`src/rtl/hash_readout_ctrl.sv`:
```
// Captures the SHA-256 digest from dmem mailbox writes and sequences it, one word per dwell period,
// to the seven-segment display path; a push-button can step through the words manually.
module hash_readout_ctrl #(
    parameter logic [11:0] BASE_ADDR    = 12'hF00,
    parameter logic [11:0] DONE_ADDR    = 12'hF08,
    parameter int unsigned DWELL_CYCLES = 100000000,
    parameter int unsigned CNT_W        = 27
) (
    input  logic        clock,
    input  logic        reset,
    input  logic        wren,
    input  logic [11:0] address_dmem,
    input  logic [31:0] data,
    input  logic        step_btn,
    output logic        finished,
    output logic [31:0] hash_word,
    output logic [2:0]  word_idx,
    output logic [7:0]  valid_mask,
    output logic        err_incomplete
);

    localparam logic [CNT_W-1:0] CntLast = CNT_W'(DWELL_CYCLES - 1);

    typedef enum logic {
        StCollect,
        StDisplay
    } state_e;

    state_e            state_q, state_d;
    logic [31:0]       words_q [8];
    logic [31:0]       words_d [8];
    logic [7:0]        mask_q, mask_d;
    logic [2:0]        idx_q, idx_d;
    logic [CNT_W-1:0]  cnt_q, cnt_d;
    logic              err_q, err_d;
    logic              sync1_q, sync2_q, edge_q;

    logic [11:0]       offs;
    logic              digest_wr;
    logic              mbox_wr;
    logic              restart;
    logic              done_wr;
    logic              step_pulse;

    // Offset into the digest region; any value >= 8 (including wrap below BASE_ADDR) is outside.
    assign offs       = address_dmem - BASE_ADDR;
    assign digest_wr  = wren && (offs[11:3] == 9'd0);
    assign mbox_wr    = wren && (address_dmem == DONE_ADDR);
    assign restart    = mbox_wr && (data == 32'd0);
    assign done_wr    = mbox_wr && (data != 32'd0);
    assign step_pulse = sync2_q & ~edge_q;

    always_comb begin
        state_d = state_q;
        words_d = words_q;
        mask_d  = mask_q;
        idx_d   = idx_q;
        cnt_d   = cnt_q;
        err_d   = err_q;

        if (restart) begin
            state_d = StCollect;
            words_d = '{default: '0};
            mask_d  = '0;
            idx_d   = '0;
            cnt_d   = '0;
            err_d   = 1'b0;
        end else begin
            unique case (state_q)
                StCollect: begin
                    idx_d = '0;
                    cnt_d = '0;
                    if (digest_wr) begin
                        words_d[offs[2:0]] = data;
                        mask_d[offs[2:0]]  = 1'b1;
                    end
                    if (done_wr) begin
                        if (&mask_q) begin
                            state_d = StDisplay;
                        end else begin
                            err_d = 1'b1;
                        end
                    end
                end
                StDisplay: begin
                    // A button pulse coinciding with terminal count still advances only once.
                    if (step_pulse || (cnt_q == CntLast)) begin
                        cnt_d = '0;
                        idx_d = idx_q + 3'd1;
                    end else begin
                        cnt_d = cnt_q + 1'b1;
                    end
                end
                default: state_d = StCollect;
            endcase
        end
    end

    always_ff @(posedge clock or negedge reset) begin
        if (!reset) begin
            state_q <= StCollect;
            words_q <= '{default: '0};
            mask_q  <= '0;
            idx_q   <= '0;
            cnt_q   <= '0;
            err_q   <= 1'b0;
            sync1_q <= 1'b0;
            sync2_q <= 1'b0;
            edge_q  <= 1'b0;
        end else begin
            state_q <= state_d;
            words_q <= words_d;
            mask_q  <= mask_d;
            idx_q   <= idx_d;
            cnt_q   <= cnt_d;
            err_q   <= err_d;
            sync1_q <= step_btn;
            sync2_q <= sync1_q;
            edge_q  <= sync2_q;
        end
    end

    assign finished       = (state_q == StDisplay);
    assign hash_word      = words_q[idx_q];
    assign word_idx       = idx_q;
    assign valid_mask     = mask_q;
    assign err_incomplete = err_q;

endmodule
```
`config.mk`:
```
export PLATFORM = sky130hd
export DESIGN_NAME = hash_readout_ctrl
export DESIGN_NICKNAME = d
export VERILOG_FILES = /design/src/rtl/hash_readout_ctrl.sv
export SDC_FILE = /design/constraint.sdc
export NUM_CORES = 1
export LEC_CHECK = 0
export CAP_MARGIN = 10
export CORE_MARGIN = 4
export CORE_UTILIZATION = 40
export DETAILED_ROUTE_END_ITERATION = 6
export PLACE_DENSITY = 0.57
export SYNTH_ARGS = -nofsm -noshare
export SYNTH_HDL_FRONTEND = slang
export SYNTH_SLANG_ARGS = --single-unit
```
`constraint.sdc`:
```
create_clock -name clock -period 3.9 [get_ports clock]
set_input_delay 0.39 -clock clock [delete_from_list [all_inputs] [get_ports clock]]
set_output_delay 0.39 -clock clock [all_outputs]
set_load 0.02 [all_outputs]
```
==> results of run 1 <==
-- logic make-up after synthesis --
kind of cell    synth area share [%]
xor+xnor                        1.80
simple gates                    5.42
fa+ha+maj                      0.286
compound gates                  18.1
buf+inv                         3.60
mux                             13.8
flops                           57.0
-- worst max-delay path by stage --
stage / cells after the start / slack, ps / to / from
finish: 4 / 380 / hash_word[10] / word_idx[0]
global route: 4 / 210 / hash_word[6] / word_idx[0]
CTS: 4 / 310 / hash_word[10] / word_idx[0]
detailed placement: 7 / 430 / words_q[193] / data[26]
global placement: 7 / 410 / words_q[193] / data[26]
floorplan: 4 / 1430 / hash_word[0] / word_idx[0]
-- cells in the mapped netlist (2+ instances only) --
cell type and n:
dfrtp_1 299, a22o_1 256, mux4_2 64, nor2_1 60, clkbuf_1 55, mux2_2 32, buf_2 24, buf_1 21
xnor2_1 18, nor4_1 16, nand3_1 11, nand2_1 9, xor2_1 9, inv_1 8, nand4_1 8, a21oi_1 7
nor3_1 6, nor4_2 5, and3_1 4, clkbuf_2 3, ha_1 3, o31a_1 3, or3_1 3, a31oi_1 2
and4_1 2, buf_6 2, nand2b_1 2, nor4b_1 2, or2_2 2
-- final cells by class --
type | count | area, um^2
Multi-Input combinational cell | 535 | 5300
Sequential cell | 299 | 7490
Clock inverter | 6 | 70.1
Inverter | 8 | 30.0
Tap cell | 442 | 553
Fill cell | 2776 | 16400
Clock buffer | 57 | 1100
Timing Repair Buffer | 157 | 1470
-- power groups by stage --
stage | logic (uW) | registers, uW | clock network (uW)
after floorplan | 75.2 | 3180 | 0
after global placement | 250 | 3180 | 0
after detailed placement | 251 | 3180 | 0
after CTS | 252 | 3130 | 3350
after global routing | 273 | 3130 | 3480
final | 247 | 3130 | 3280
-- flip-flops by register name (all words and copies together) (netlist names) --
| register | flops |
|---|---|
| words_q | 256 |
| valid_mask | 8 |
| sync2_q | 1 |
| sync1_q | 1 |
| finished | 1 |
| word_idx | 3 |
| cnt_q | 27 |
| edge_q | 1 |
| err_incomplete | 1 |
-- worst register-to-register path, delay by kind of cell (launching register included) --
family,cells,cell delay (ps)
and+or+nand+nor,2,780
AOI/OAI and AO/OA,3,630
DFF,1,490
buffers and inverters,2,540
-- metrics by stage --
stage / power, uW / hold WS, ps / cells / cell area, um^2 / setup slack [ps]
5_1_grt: 6870 / 325 / 1504 / 16000 / 207
2_1_floorplan: 3260 / 94.4 / 947 / 13100 / 1430
4_1_cts: 6730 / 316 / 1504 / 16000 / 314
6_report: 6650 / 335 / 1504 / 16000 / 382
3_5_place_dp: 3430 / 347 / 1440 / 14800 / 434
3_3_place_gp: 3430 / 344 / 1440 / 14800 / 414
-- repair_timing --
item                                   4_1_cts  5_1_grt
endpoints found under the hold margin       75        0
resized for setup                            0        0
hold buffers                                 1        0
-- metal layers --
layer,vias up,track usage (%),part of all wire (%)
li1,3837,-,-
met1,4742,32.0,47
met2,264,31.6,46
met3,48,3.41,5.3
met4,2,4.79,1.7
met5,-,0,0.035
-- cells in the final DEF, fill, tap and decap left out, types with 2 or more instances in the layout --
cell type and instances:
a21oi_1 4, a21oi_4 3, a22o_1 256, a31oi_4 2, and3_1 4, and4_1 2, buf_12 4, buf_4 60
clkbuf_1 9, clkbuf_16 36, clkbuf_8 12, clkdlybuf4s50_1 91, clkinv_2 3, dfrtp_1 296, dfrtp_2 2, ha_1 3
inv_1 8, mux2_2 32, mux4_2 64, nand2_1 9, nand2b_1 2, nand3_1 11, nand4_1 8, nor2_1 60
nor3_1 6, nor4_1 12, nor4_2 4, nor4_4 5, nor4b_1 2, o31a_1 3, or2_2 2, or3_1 3
xnor2_1 18, xor2_1 9
==> qor.csv, run 1 <==
metric,value,unit
routabilityCongestion,0.752,
first_global_vias,9438,
cp-start-kind,flip-flop,
setup_viol,0,
yosys-top-cells-area,"dfrtp_1 57%, a22o_1 17%, mux4_2 11%",
io_pins,93,
clk_pin_slew,60,ps
syn_nets,998,
drtIter0Drc,737,
htree_levels,2,
portBuffers,92,
ff2ff_setup_slack,1360,ps
coreArea,32500,um^2
synth_edf_count,0,
critPathCaptureType,output port,
timing.hold.worst_path_depth,1,
pwr-share-seq,47.0,%
die_area,35800,um^2
floorplan.die.height,189,um
clockPowerShare,49.3,%
antenna_left,0,
start_util,40.4,%
worstSkewPairLatency,520,ps
final_util,49.3,%
cts_root_buf,clkbuf_16,
yosysTopAreaCell,dfrtp_1,
cap_violations,0,
grt_use_total,20.9,%
dr_total_vias,8893,
cts_tree,yes,
syn_avg_cell_area,13.9,um^2
synthFlopType,dfrtp_1,
cp_data_required_time,3510,ps
max_stage_delay,880,ps
post-cts-setup-buffer-count,0,
hold_end,sync1_q,
hold_path.startpoint,step_btn,
r2r_start,finished,
cts_sinks,299,
p_int,5210,uW
diodes,0,
totalWireLength,36.9,mm
arrival,3130,ps
netlist_area,13100,um^2
fin_skew,27.8,ps
postSynthCellCount,947,
routedWlPerCell,24.6,um
grt-ovfl-total,0,
dp_hpwl,21.7,mm
crit_type,flip-flop to output port,
crit_chain,buf_4 -> mux4_2 -> mux2_2 -> clkdlybuf4s50_1,
synth_top_area_share,57.0,%
vias_per_cell,5.91,
path_buf_inv,2,
ys_warn_count,0,
cts_made_buffers,35,
p_leak,0.00706,uW
hold_class,primary input to flip-flop,
rsz0062_at_grt,false,
cp_top_family,buffers and inverters,
reg2regPathDepth,7,
max_clock_freq,284,MHz
drc,0,
pwr_density_cell,415,nW/um^2
yosysSeqAreaShare,57.0,%
ys_seq_elements,299,
setup_tns,0,ps
p_comb_share,3.7,%
r2r_end,words_q[184],
async_reset_ff_share,100,%
tightest_slew,1190,ps
p_sw,1440,uW
worstPathMaxFanout,31,
ir_drop,0.364,mV
slowest_stage,dfrtp_4,
nets,1087,
num_rows,66,
status,"complete, no violations",
layout-drive-gt1-share,22.5,%
p_sw_share,21.7,%
finalCritPeriodShare,90.2,%
fp.dieW,189,um
drv_slew,0,
period_needed,3520,ps
ys_types,40,
hold_violations,0,
firstDrtPassIters,5,
relSlewSlack,20.5,%
grt_first_pass_wirelength,58.7,mm
area_growth,22.0,%
antenna_found_initial,1,
grt_max_degree,94,
clockBufferDepth,3,
(Power assumes the default switching activity.)
==> run 2, diff against run 1 <==
Settings changed: MAX_ROUTING_LAYER from default to met4.
==> qor.csv, run 2 (same netlist as run 1, synthesis figures left out) <==
metric,value,unit,change
status,"complete, no violations",,
drc,0,,unchanged
fin_skew,29.4,ps,+1.53 ps
max_clock_freq,284,MHz,about the same
antenna_left,0,,unchanged
reg2regPathDepth,7,,unchanged
slowest_stage,dfrtp_4,,
worstPathMaxFanout,31,,unchanged
largest_reg_flops,256,,unchanged
num_rows,66,,unchanged
crit_chain,buf_4 -> mux4_2 -> mux2_2 -> clkdlybuf4s50_1,,
final_util,49.3,%,about the same
io_pins,93,,unchanged
clockBufferDepth,3,,unchanged
drv_slew,0,,unchanged
vias_per_cell,5.93,,+0.28%
cp-start-kind,flip-flop,,
hold_class,primary input to flip-flop,,
routedWlPerCell,24.5,um,about the same
dr_total_vias,8924,,+0.35%
layout-drive-gt1-share,22.5,%,unchanged
rsz0062_at_grt,false,,
drtIter0Drc,696,,-5.6%
ff2ff_setup_slack,1370,ps,about the same
antenna_found_initial,1,,unchanged
p_comb_share,3.7,%,about the same
start_util,40.4,%,unchanged
cts_root_buf,clkbuf_16,,
setup_viol,0,,unchanged
path_buf_inv,2,,unchanged
cts_made_buffers,35,,unchanged
totalWireLength,36.9,mm,about the same
grt-ovfl-total,0,,unchanged
cp_top_family,buffers and inverters,,
routabilityCongestion,0.762,,+1.3%
cap_violations,0,,unchanged
portBuffers,92,,unchanged
max_stage_delay,880,ps,about the same
mostFrequentLayoutCell,dfrtp_1,,
clk_pin_slew,60,ps,about the same
firstDrtPassIters,6,,+1
pwr_density_cell,415,nW/um^2,about the same
hold_slack,335,ps,-0.374 ps
grt.busiest_layer,met1,,
pwr-share-seq,47.0,%,about the same
nets,1087,,unchanged
period_needed,3520,ps,+1.00 ps
stdcell_area,16000,um^2,about the same
dp_hpwl,21.7,mm,unchanged
p_sw,1440,uW,+0.12%
crit_type,flip-flop to output port,,
grt_use_total,21.5,%,+0.62 points
grt_util_met3,3.21,%,-0.20 points
worstSkewPairLatency,520,ps,about the same
cp_data_required_time,3510,ps,about the same
first_global_vias,9419,,-0.20%
area_growth,22.0,%,about the same
setup_tns,0,ps,unchanged
finalCritPeriodShare,90.2,%,about the same
floorplan.die.height,189,um,unchanged
ir_drop,0.363,mV,-0.14%
timing.hold.worst_path_depth,1,,unchanged
cp.depth,4,,unchanged
die_area,35800,um^2,unchanged
p_int,5210,uW,about the same
grt_first_pass_wirelength,58.8,mm,about the same
critPathCaptureType,output port,,
hold_violations,0,,unchanged
clockPowerShare,49.3,%,about the same
arrival,3130,ps,about the same
fp.dieW,189,um,unchanged
placed_area,14800,um^2,unchanged
p_leak,0.00706,uW,unchanged
final_cell_mix,"296 x dfrtp_1, 256 x a22o_1, 91 x clkdlybuf4s50_1",,
p_sw_share,21.7,%,about the same
cts_tree,yes,,
relSlewSlack,20.2,%,-0.28 points
cts_resized,0,,unchanged
htree_levels,2,,unchanged
top_register,words_q,,
holdBufCountCts,1,,unchanged
coreArea,32500,um^2,unchanged
cts_sinks,299,,unchanged
power.total,6650,uW,about the same
tightest_slew,1190,ps,+4.21 ps
gr-usage-met1,32.2,%,+0.21 points
grt_max_degree,94,,unchanged
grt_use_met2,31.5,%,-0.083 points
post-cts-setup-buffer-count,0,,unchanged
==> run 2: worst reg2reg max path: cells and delay by family (launching register included) <==
family          cells  cell delay [ps]
flops               1              490
buf+inv             2              540
compound gates      3              630
simple gates        2              780
==> run 2: metrics by stage <==
stage | setup slack, ps | cells
after floorplan | 1430 | 947
after global placement | 414 | 1440
after detailed placement | 434 | 1440
after CTS | 314 | 1504
after global routing | 207 | 1505
final | 381 | 1505
==> run 2: layer usage <==
layer / wire (um) / up-vias
met5: 0 / -
met4: 686 / 0
met1: 17400 / 4740
met3: 2000 / 54
li1: - / 3840
met2: 16800 / 290
==> run 2: path summary, 6_finish.rpt <==
check / start / end
setup / recovery: word_idx[0] / hash_word[10]
hold / removal: step_btn / sync1_q
setup reg to reg: finished / words_q[184]
hold reg to reg: sync1_q / sync2_q
max in group asynchronous: reset / words_q[232]
min in group asynchronous: reset / cnt_q[11]
==> run 2: final cells by class <==
cell class / count / area, um^2
clock inverters: 6 / 70.1
flip-flops and latches: 299 / 7490
diodes: 1 / 2.50
clock buffers: 57 / 1100
repair buffers: 157 / 1470
inverters: 8 / 30.0
fillers: 2777 / 16400
multi-input cells: 535 / 5300
well taps: 442 / 553
==> run 2: power by group through the flow <==
stage	logic [uW]	registers [uW]	clock network (uW)
4_1_cts	252	3130	3350
3_5_place_dp	251	3180	0
3_3_place_gp	250	3180	0
6_report	247	3130	3280
5_1_grt	273	3130	3470
2_1_floorplan	75.2	3180	0
